### src/rtl/bus_demux_pkg.sv
// Shared definitions for the write-side bus demultiplexer: FSM states,
// channel select codes, the settle counter width and the strobe decoder.
package bus_demux_pkg;

  localparam int CNT_W = 8;

  typedef enum logic {
    ST_IDLE   = 1'b0,
    ST_SETTLE = 1'b1
  } state_t;

  localparam logic [1:0] SEL_CH0 = 2'b00;
  localparam logic [1:0] SEL_CH1 = 2'b01;
  localparam logic [1:0] SEL_CH2 = 2'b10;
  localparam logic [1:0] SEL_CH3 = 2'b11;

  // One-hot strobe pattern for a channel select code.
  function automatic logic [3:0] sel_onehot(input logic [1:0] sel);
    logic [3:0] oh;
    case (sel)
      SEL_CH0: oh = 4'b0001;
      SEL_CH1: oh = 4'b0010;
      SEL_CH2: oh = 4'b0100;
      SEL_CH3: oh = 4'b1000;
      default: oh = 4'b0000;
    endcase
    return oh;
  endfunction

endpackage

### src/rtl/bus_demux_ctrl_settle_timer.sv
// Down-counter that times the settle interval following an accepted write.
// done is raised in the last cycle of the interval.
module settle_timer
  import bus_demux_pkg::*;
(
  input  logic             clk,
  input  logic             rst,
  input  logic             load,
  input  logic [CNT_W-1:0] load_val,
  output logic             done,
  output logic             running
);

  logic [CNT_W-1:0] cnt_r;
  logic             running_r;

  // Reload only on accept, so the counter can never wrap below zero.
  always_ff @(posedge clk) begin
    if (rst) begin
      cnt_r     <= {CNT_W{1'b0}};
      running_r <= 1'b0;
    end else if (load) begin
      cnt_r     <= load_val;
      running_r <= 1'b1;
    end else if (running_r) begin
      if (cnt_r == {CNT_W{1'b0}}) begin
        running_r <= 1'b0;
      end else begin
        cnt_r <= cnt_r - CNT_W'(1);
      end
    end else begin
      cnt_r     <= cnt_r;
      running_r <= running_r;
    end
  end

  assign done    = running_r && (cnt_r == {CNT_W{1'b0}});
  assign running = running_r;

endmodule

### src/rtl/bus_demux_ctrl.sv
// Routes one write word to one of four registered channels selected by {s1,s0},
// pulsing a per-channel strobe and blocking further writes for SETTLE_CYCLES.
module bus_demux_ctrl
  import bus_demux_pkg::*;
#(
  parameter int WIDTH         = 4,
  parameter int SETTLE_CYCLES = 3
) (
  input  logic             clk,
  input  logic             rst,
  input  logic             in_valid,
  output logic             in_ready,
  input  logic             s0,
  input  logic             s1,
  input  logic [WIDTH-1:0] i,
  output logic [WIDTH-1:0] o0,
  output logic [WIDTH-1:0] o1,
  output logic [WIDTH-1:0] o2,
  output logic [WIDTH-1:0] o3,
  output logic [3:0]       stb,
  output logic             busy
);

  localparam logic             HAS_SETTLE = (SETTLE_CYCLES != 0) ? 1'b1 : 1'b0;
  localparam logic [CNT_W-1:0] LOAD_VAL   =
    (SETTLE_CYCLES > 0) ? CNT_W'(SETTLE_CYCLES - 1) : {CNT_W{1'b0}};

  state_t           state_r;
  logic [WIDTH-1:0] ch_r [4];
  logic [3:0]       stb_r;
  logic [1:0]       sel_s;
  logic             accept_s;
  logic             load_s;
  logic             timer_done_s;
  logic             timer_running_s;

  assign sel_s    = {s1, s0};
  assign accept_s = in_valid && (state_r == ST_IDLE);
  assign load_s   = accept_s && HAS_SETTLE;

  settle_timer u_timer (
    .clk      (clk),
    .rst      (rst),
    .load     (load_s),
    .load_val (LOAD_VAL),
    .done     (timer_done_s),
    .running  (timer_running_s)
  );

  // FSM, channel registers and strobe; a stalled timer in SETTLE falls back to IDLE.
  always_ff @(posedge clk) begin
    if (rst) begin
      state_r <= ST_IDLE;
      stb_r   <= 4'b0000;
      for (int n = 0; n < 4; n++) begin
        ch_r[n] <= {WIDTH{1'b0}};
      end
    end else begin
      stb_r <= 4'b0000;
      case (state_r)
        ST_IDLE: begin
          if (in_valid) begin
            ch_r[sel_s] <= i;
            stb_r       <= sel_onehot(sel_s);
            state_r     <= HAS_SETTLE ? ST_SETTLE : ST_IDLE;
          end else begin
            state_r <= ST_IDLE;
          end
        end
        ST_SETTLE: begin
          if (timer_done_s || !timer_running_s) begin
            state_r <= ST_IDLE;
          end else begin
            state_r <= ST_SETTLE;
          end
        end
        default: state_r <= ST_IDLE;
      endcase
    end
  end

  assign in_ready = (state_r == ST_IDLE);
  assign busy     = (state_r == ST_SETTLE);
  assign stb      = stb_r;
  assign o0       = ch_r[0];
  assign o1       = ch_r[1];
  assign o2       = ch_r[2];
  assign o3       = ch_r[3];

endmodule

### config.mk
export PLATFORM = sky130hd
export DESIGN_NAME = bus_demux_ctrl
export DESIGN_NICKNAME = d
export VERILOG_FILES = /design/src/rtl/bus_demux_pkg.sv /design/src/rtl/bus_demux_ctrl_settle_timer.sv /design/src/rtl/bus_demux_ctrl.sv
export SDC_FILE = /design/constraint.sdc
export NUM_CORES = 1
export LEC_CHECK = 0
export CELL_PAD_IN_SITES_DETAIL_PLACEMENT = 1
export CELL_PAD_IN_SITES_GLOBAL_PLACEMENT = 1
export CORE_AREA = 2 2 62 64
export DETAILED_ROUTE_END_ITERATION = 10
export DIE_AREA = 0 0 64 66
export PLACE_DENSITY_LB_ADDON = 0.1
export REMOVE_ABC_BUFFERS = 1
export SLEW_MARGIN = 20
export SYNTH_ARGS = -nofsm -noshare
export SYNTH_HDL_FRONTEND = slang
export SYNTH_SLANG_ARGS = --single-unit
### constraint.sdc
create_clock -name clk -period 2.3 [get_ports clk]
set_input_delay 0.575 -clock clk [delete_from_list [all_inputs] [get_ports clk]]
set_output_delay 0.575 -clock clk [all_outputs]
set_load 0.02 [all_outputs]
# Yosys cells after proc, flatten, opt, wreduce, memory -nomap -nowiden
# Memories as Yosys holds them, arrays and structs flattened.
# Index checks and enable logic that the tools add are counted.
[word_totals] ff_bits=14 ram_bits=16 in_bits=9 output_inout_bits=22 word_cells=44 n_memories=1
[mem_list] name="ch_r" words=4 width=4 read_ports=4 rd_ports_with_merged_regs=0 wr=4 line_no="bus_demux_ctrl.sv:29" text="logic [WIDTH-1:0] ch_r [4];"
[op_classes] add_sub_neg=1 eq_ne=4 n_mux=18 bitwise_logic=3 reduce_logical=12
[ops] operator="$pmux 4 s4" count=1
[ops] operator="$mux 1" count=11
[ops] operator="$logic_not 8->1" count=1
[ops] operator="$mux 2" count=4
[ops] operator="$sub 8x1->8 const B" count=1
[ops] operator="$eq 2x2->1 const B" count=2
[ops] operator="$mux 4" count=1
[ops] operator="$reduce_and 2->1" count=2
[ops] operator="$reduce_or 4->1" count=1
[ops] operator="$not 1->1" count=3
[ops] operator="$reduce_or 3->1" count=1
[ops] operator="$eq 2x1->1 const B" count=1
[ops] operator="$logic_and 1x1->1" count=2
[ops] operator="$logic_not 2->1" count=1
[ops] operator="$ne 2x2->1 const B" count=1
[ops] operator="$pmux 1 s2" count=1
[ops] operator="$reduce_bool 2->1" count=1
[ops] operator="$reduce_or 2->1" count=1
[ops] operator="$logic_not 1->1" count=1
[ops] operator="$logic_or 1x1->1" count=1

# Depth between registers and ports, before layout
[logic_depth] ltp_word=6 ltp_mapped=5 ltp_nobuf=5

# Modules after synthesis
# From an unflattened synthesis, not the netlist that was laid out.
[hier_totals] hier_cells=126 hier_area_um2=1351.3
[modules_own_cells] mod="bus_demux_ctrl" instances=1 cells_each=63 area_per_inst_um2=815.8 seq_area_each_um2=580.6
[modules_own_cells] mod="settle_timer" instances=1 cells_each=63 area_per_inst_um2=535.5 seq_area_each_um2=180.2

# Least setup slack after synthesis
# Ideal clock, no wire load.
[synth_path] path_type="in2reg" from="input port rst" to="memory ch_r[2][0] (enable)" arrival_time_ns=1.616 t_required_ns=2.002 path_slack_ns=0.387 cell_stages=3 path_buffers=0 cell_sequence="or3b_2 > nor3b_1 > or2_2"
[synth_lines] element="start, declared" line_no="bus_demux_ctrl.sv:10" text="input logic rst,"
[synth_lines] element="end, declared" line_no="bus_demux_ctrl.sv:29"

==> run_results.csv <==
group,metric,value,unit
critical_path,end_kind,"flop",
pwr,leakagePower,0.653,nW
die,io_pins,31,
clocking,cts_buffers,5,
critical_path,crit_fanout,6,
synth,synth_warnings,0,
detailed_routing,num_vias,989,
final_layout,fill_cells,394,
die,die-area,4220,sq um
final_layout,drive_gt1_share,16.7,%
die,die_x,64,um
clocking,cts_tree,"done",
die,core,3550,sq um
placement,place_ws,-0.0973,ns
sta,hold_viol,0,
critical_path,reg2reg_depth,4,
detailed_routing,vias_per_cell,4.99,
clocking,cts_resized,0,
global_route,grt-ovfl-total,0,
final_layout,layout_common_cells,"30 x clkdlybuf4s50_1, 16 x edfxtp_1, 14 x dfxtp_1, 12 x and2_1, 10 x buf_4",
clocking,clockBufferDepth,2,
detailed_routing,route.detailed.drc,0,
die,start_util,35.1,%
run,drv_cap,0,
placement,place_congestion,0.715,
placement,io_buffers,30,
synth,synthCells,105,
die,dieHeight,66,um
sta,finalMaxSlewViolations,0,
sta,slew_headroom,77.0,%
final_layout,design_area,1720,sq um
critical_path,required,2.33,ns
detailed_routing,dr_wl_met2,1.41,mm
synth,ys_seq_area_share,61.0,%
sta,finalSetupViolCount,0,
synth,ys_dominant_reg_cell,"edfxtp_1",
detailed_routing,top_layer,"met4",
synth,synthArstFlopShare,0,%
final_layout,area_delta_synth_final,38.0,%
critical_path,regToRegSetupSlack,0.59,ns
final_layout,seq_area,761,sq um
synth,avgSynthCellArea,11.9,sq um
sta,fin_skew,0.00235,ns
sta,grt_setup_unrepaired,"no",
outcome,status,"finished clean",
final_layout,diodes,0,
final_layout,layout_commonest_cell,"clkdlybuf4s50_1",
global_route,antenna_found_initial,0,
synth,synthDistinctLibCells,31,
final_layout,instances_no_fill,198,
clocking,cts_hold_buffers,0,
global_route,grtUsageTotal,15.6,%
clocking,cts-root-buf,"clkbuf_4",
sta,setup_slack,0.229,ns
detailed_routing,first_iter_violations,40,
global_route,grt_pass1_wl,4.85,mm
global_route,grt_pass1_vias,1051,
critical_path,timing.rr.start,"busy",
clocking,cts_setup_buffers,0,
critical_path,endpoint,"ch_r[1][0]",
synth,synth_top_area_share,38.6,%
clocking,clkSinkCount,30,
critical_path,worstPathArrival,2.11,ns
synth,synth_top_cell_by_area,"edfxtp_1",
detailed_routing,met1_length,1.33,mm
placement,dpl_cell_area,1670,sq um
final_layout,multiInputGateArea,459,sq um
critical_path,cp-start-kind,"primary input",
critical_path,r2r-end,"ch_r[1][0]",
pwr,ir_drop,0.286,mV
pwr,power.density,633,nW/um^2
sta,finalCritPeriodShare,90.0,%
critical_path,cp-startpoint,"in_valid",
clocking,insertion_delay,0.32,ns
detailed_routing,ant_nets,0,
sta,worst_slew_pin_slew,0.343,ns
detailed_routing,dr.pass1.iters,4,
clocking,cts-htree-levels,2,
placement,dp_hpwl,2.27,mm
global_route,grt_max_degree,14,
critical_path,crit_type,"in -> reg",
sta,fin_crit,2.07,ns
synth,synth_seq_cells,30,
synth,synth-edff-count,16,
clocking,clk_pin_slew,0.09,ns
sta,tns,0,ns
synth,syn_area,1250,sq um
final_layout,fin_nets,160,
min_path,hp-class,"reg -> reg",
detailed_routing,wl,2.91,mm
synth,ys_top_cells_by_area,"edfxtp_1 39%, dfxtp_1 22%, and2_1 6.0%",
sta,fmax,483,MHz
placement,placed_cells,190,
detailed_routing,wire_per_inst,14.7,um
final_layout,postLayoutCoreUtil,48.4,%
die,rows,22,
detailed_routing,routed-wl-met3,135,um
area by class of cell:
class	instances	share of cell area [%]
Tap cell	48	3.49
Timing Repair Buffer	40	21.8
Sequential cell	30	44.3
Multi-Input combinational cell	68	26.7
Clock buffer	8	2.84
Inverter	4	0.873
worst min-delay path by stage:
stage	slack (ns)	startpoint	end	cells past startpoint
floorplan	0.47	u_timer.cnt_r[7]	u_timer.cnt_r[7]	2
global route	0.55	u_timer.cnt_r[7]	u_timer.cnt_r[7]	2
detailed placement	0.50	u_timer.cnt_r[5]	u_timer.cnt_r[5]	2
global placement	0.48	u_timer.cnt_r[5]	u_timer.cnt_r[5]	2
finish	0.51	u_timer.cnt_r[5]	u_timer.cnt_r[5]	2
CTS	0.51	u_timer.cnt_r[5]	u_timer.cnt_r[5]	2
flip-flops by register name, indices dropped and copies added, names as in the netlist:
| register | cells |
|---|---|
| ch_r | 16 |
| u_timer.cnt_r | 8 |
| stb | 4 |
| busy | 1 |
| u_timer.running | 1 |
worst max-delay path: stages:
cell and delay, ns:
clkdlybuf4s50_1 0.47, or3b_2 0.51, nor3b_1 0.23, buf_4 0.17, or2_2 0.15
layer usage:
layer	global-route usage, %	vias up
li1	-	474
met1	19.3	487
met2	25.4	23
met3	4.09	5
met4	7.34	0
met5	0	-
cell usage after synthesis, types with 4 or more instances:
master,instances
and2_1,12
inv_1,4
dfxtp_1,14
a21oi_1,4
edfxtp_1,16
and3_1,4
nor3_1,5
nand2_1,4
cells by family (layout without fill, tap and decap cells):
group / count (synthesis) / in the layout / share of synthesized area [%]
simple gates: 48 / 48 / 23.8
flops: 30 / 30 / 61.0
compound gates: 14 / 14 / 7.73
buf+inv: 7 / 52 / 2.11
mux: 4 / 4 / 3.31
fa+ha+maj: 2 / 2 / 2.01
power by group:
| part | switching, W | total, W | internal [W] | leakage (nW) |
|---|---|---|---|---|
| Combinational | 0.0000993 | 0.000196 | 0.0000970 | 0.346 |
| Clock | 0.000165 | 0.000287 | 0.000122 | 0.0265 |
| Sequential | 0.0000141 | 0.000605 | 0.000591 | 0.281 |
| Total | 0.000279 | 0.00109 | 0.000809 | 0.653 |
stage by stage:
stage          hold WS, ns  power (W)
6_report             0.506    0.00109
5_1_grt              0.549    0.00115
4_1_cts              0.510    0.00110
3_5_place_dp         0.498   0.000815
3_3_place_gp         0.483   0.000810
2_1_floorplan        0.468   0.000713
(Power assumes the default switching activity.)
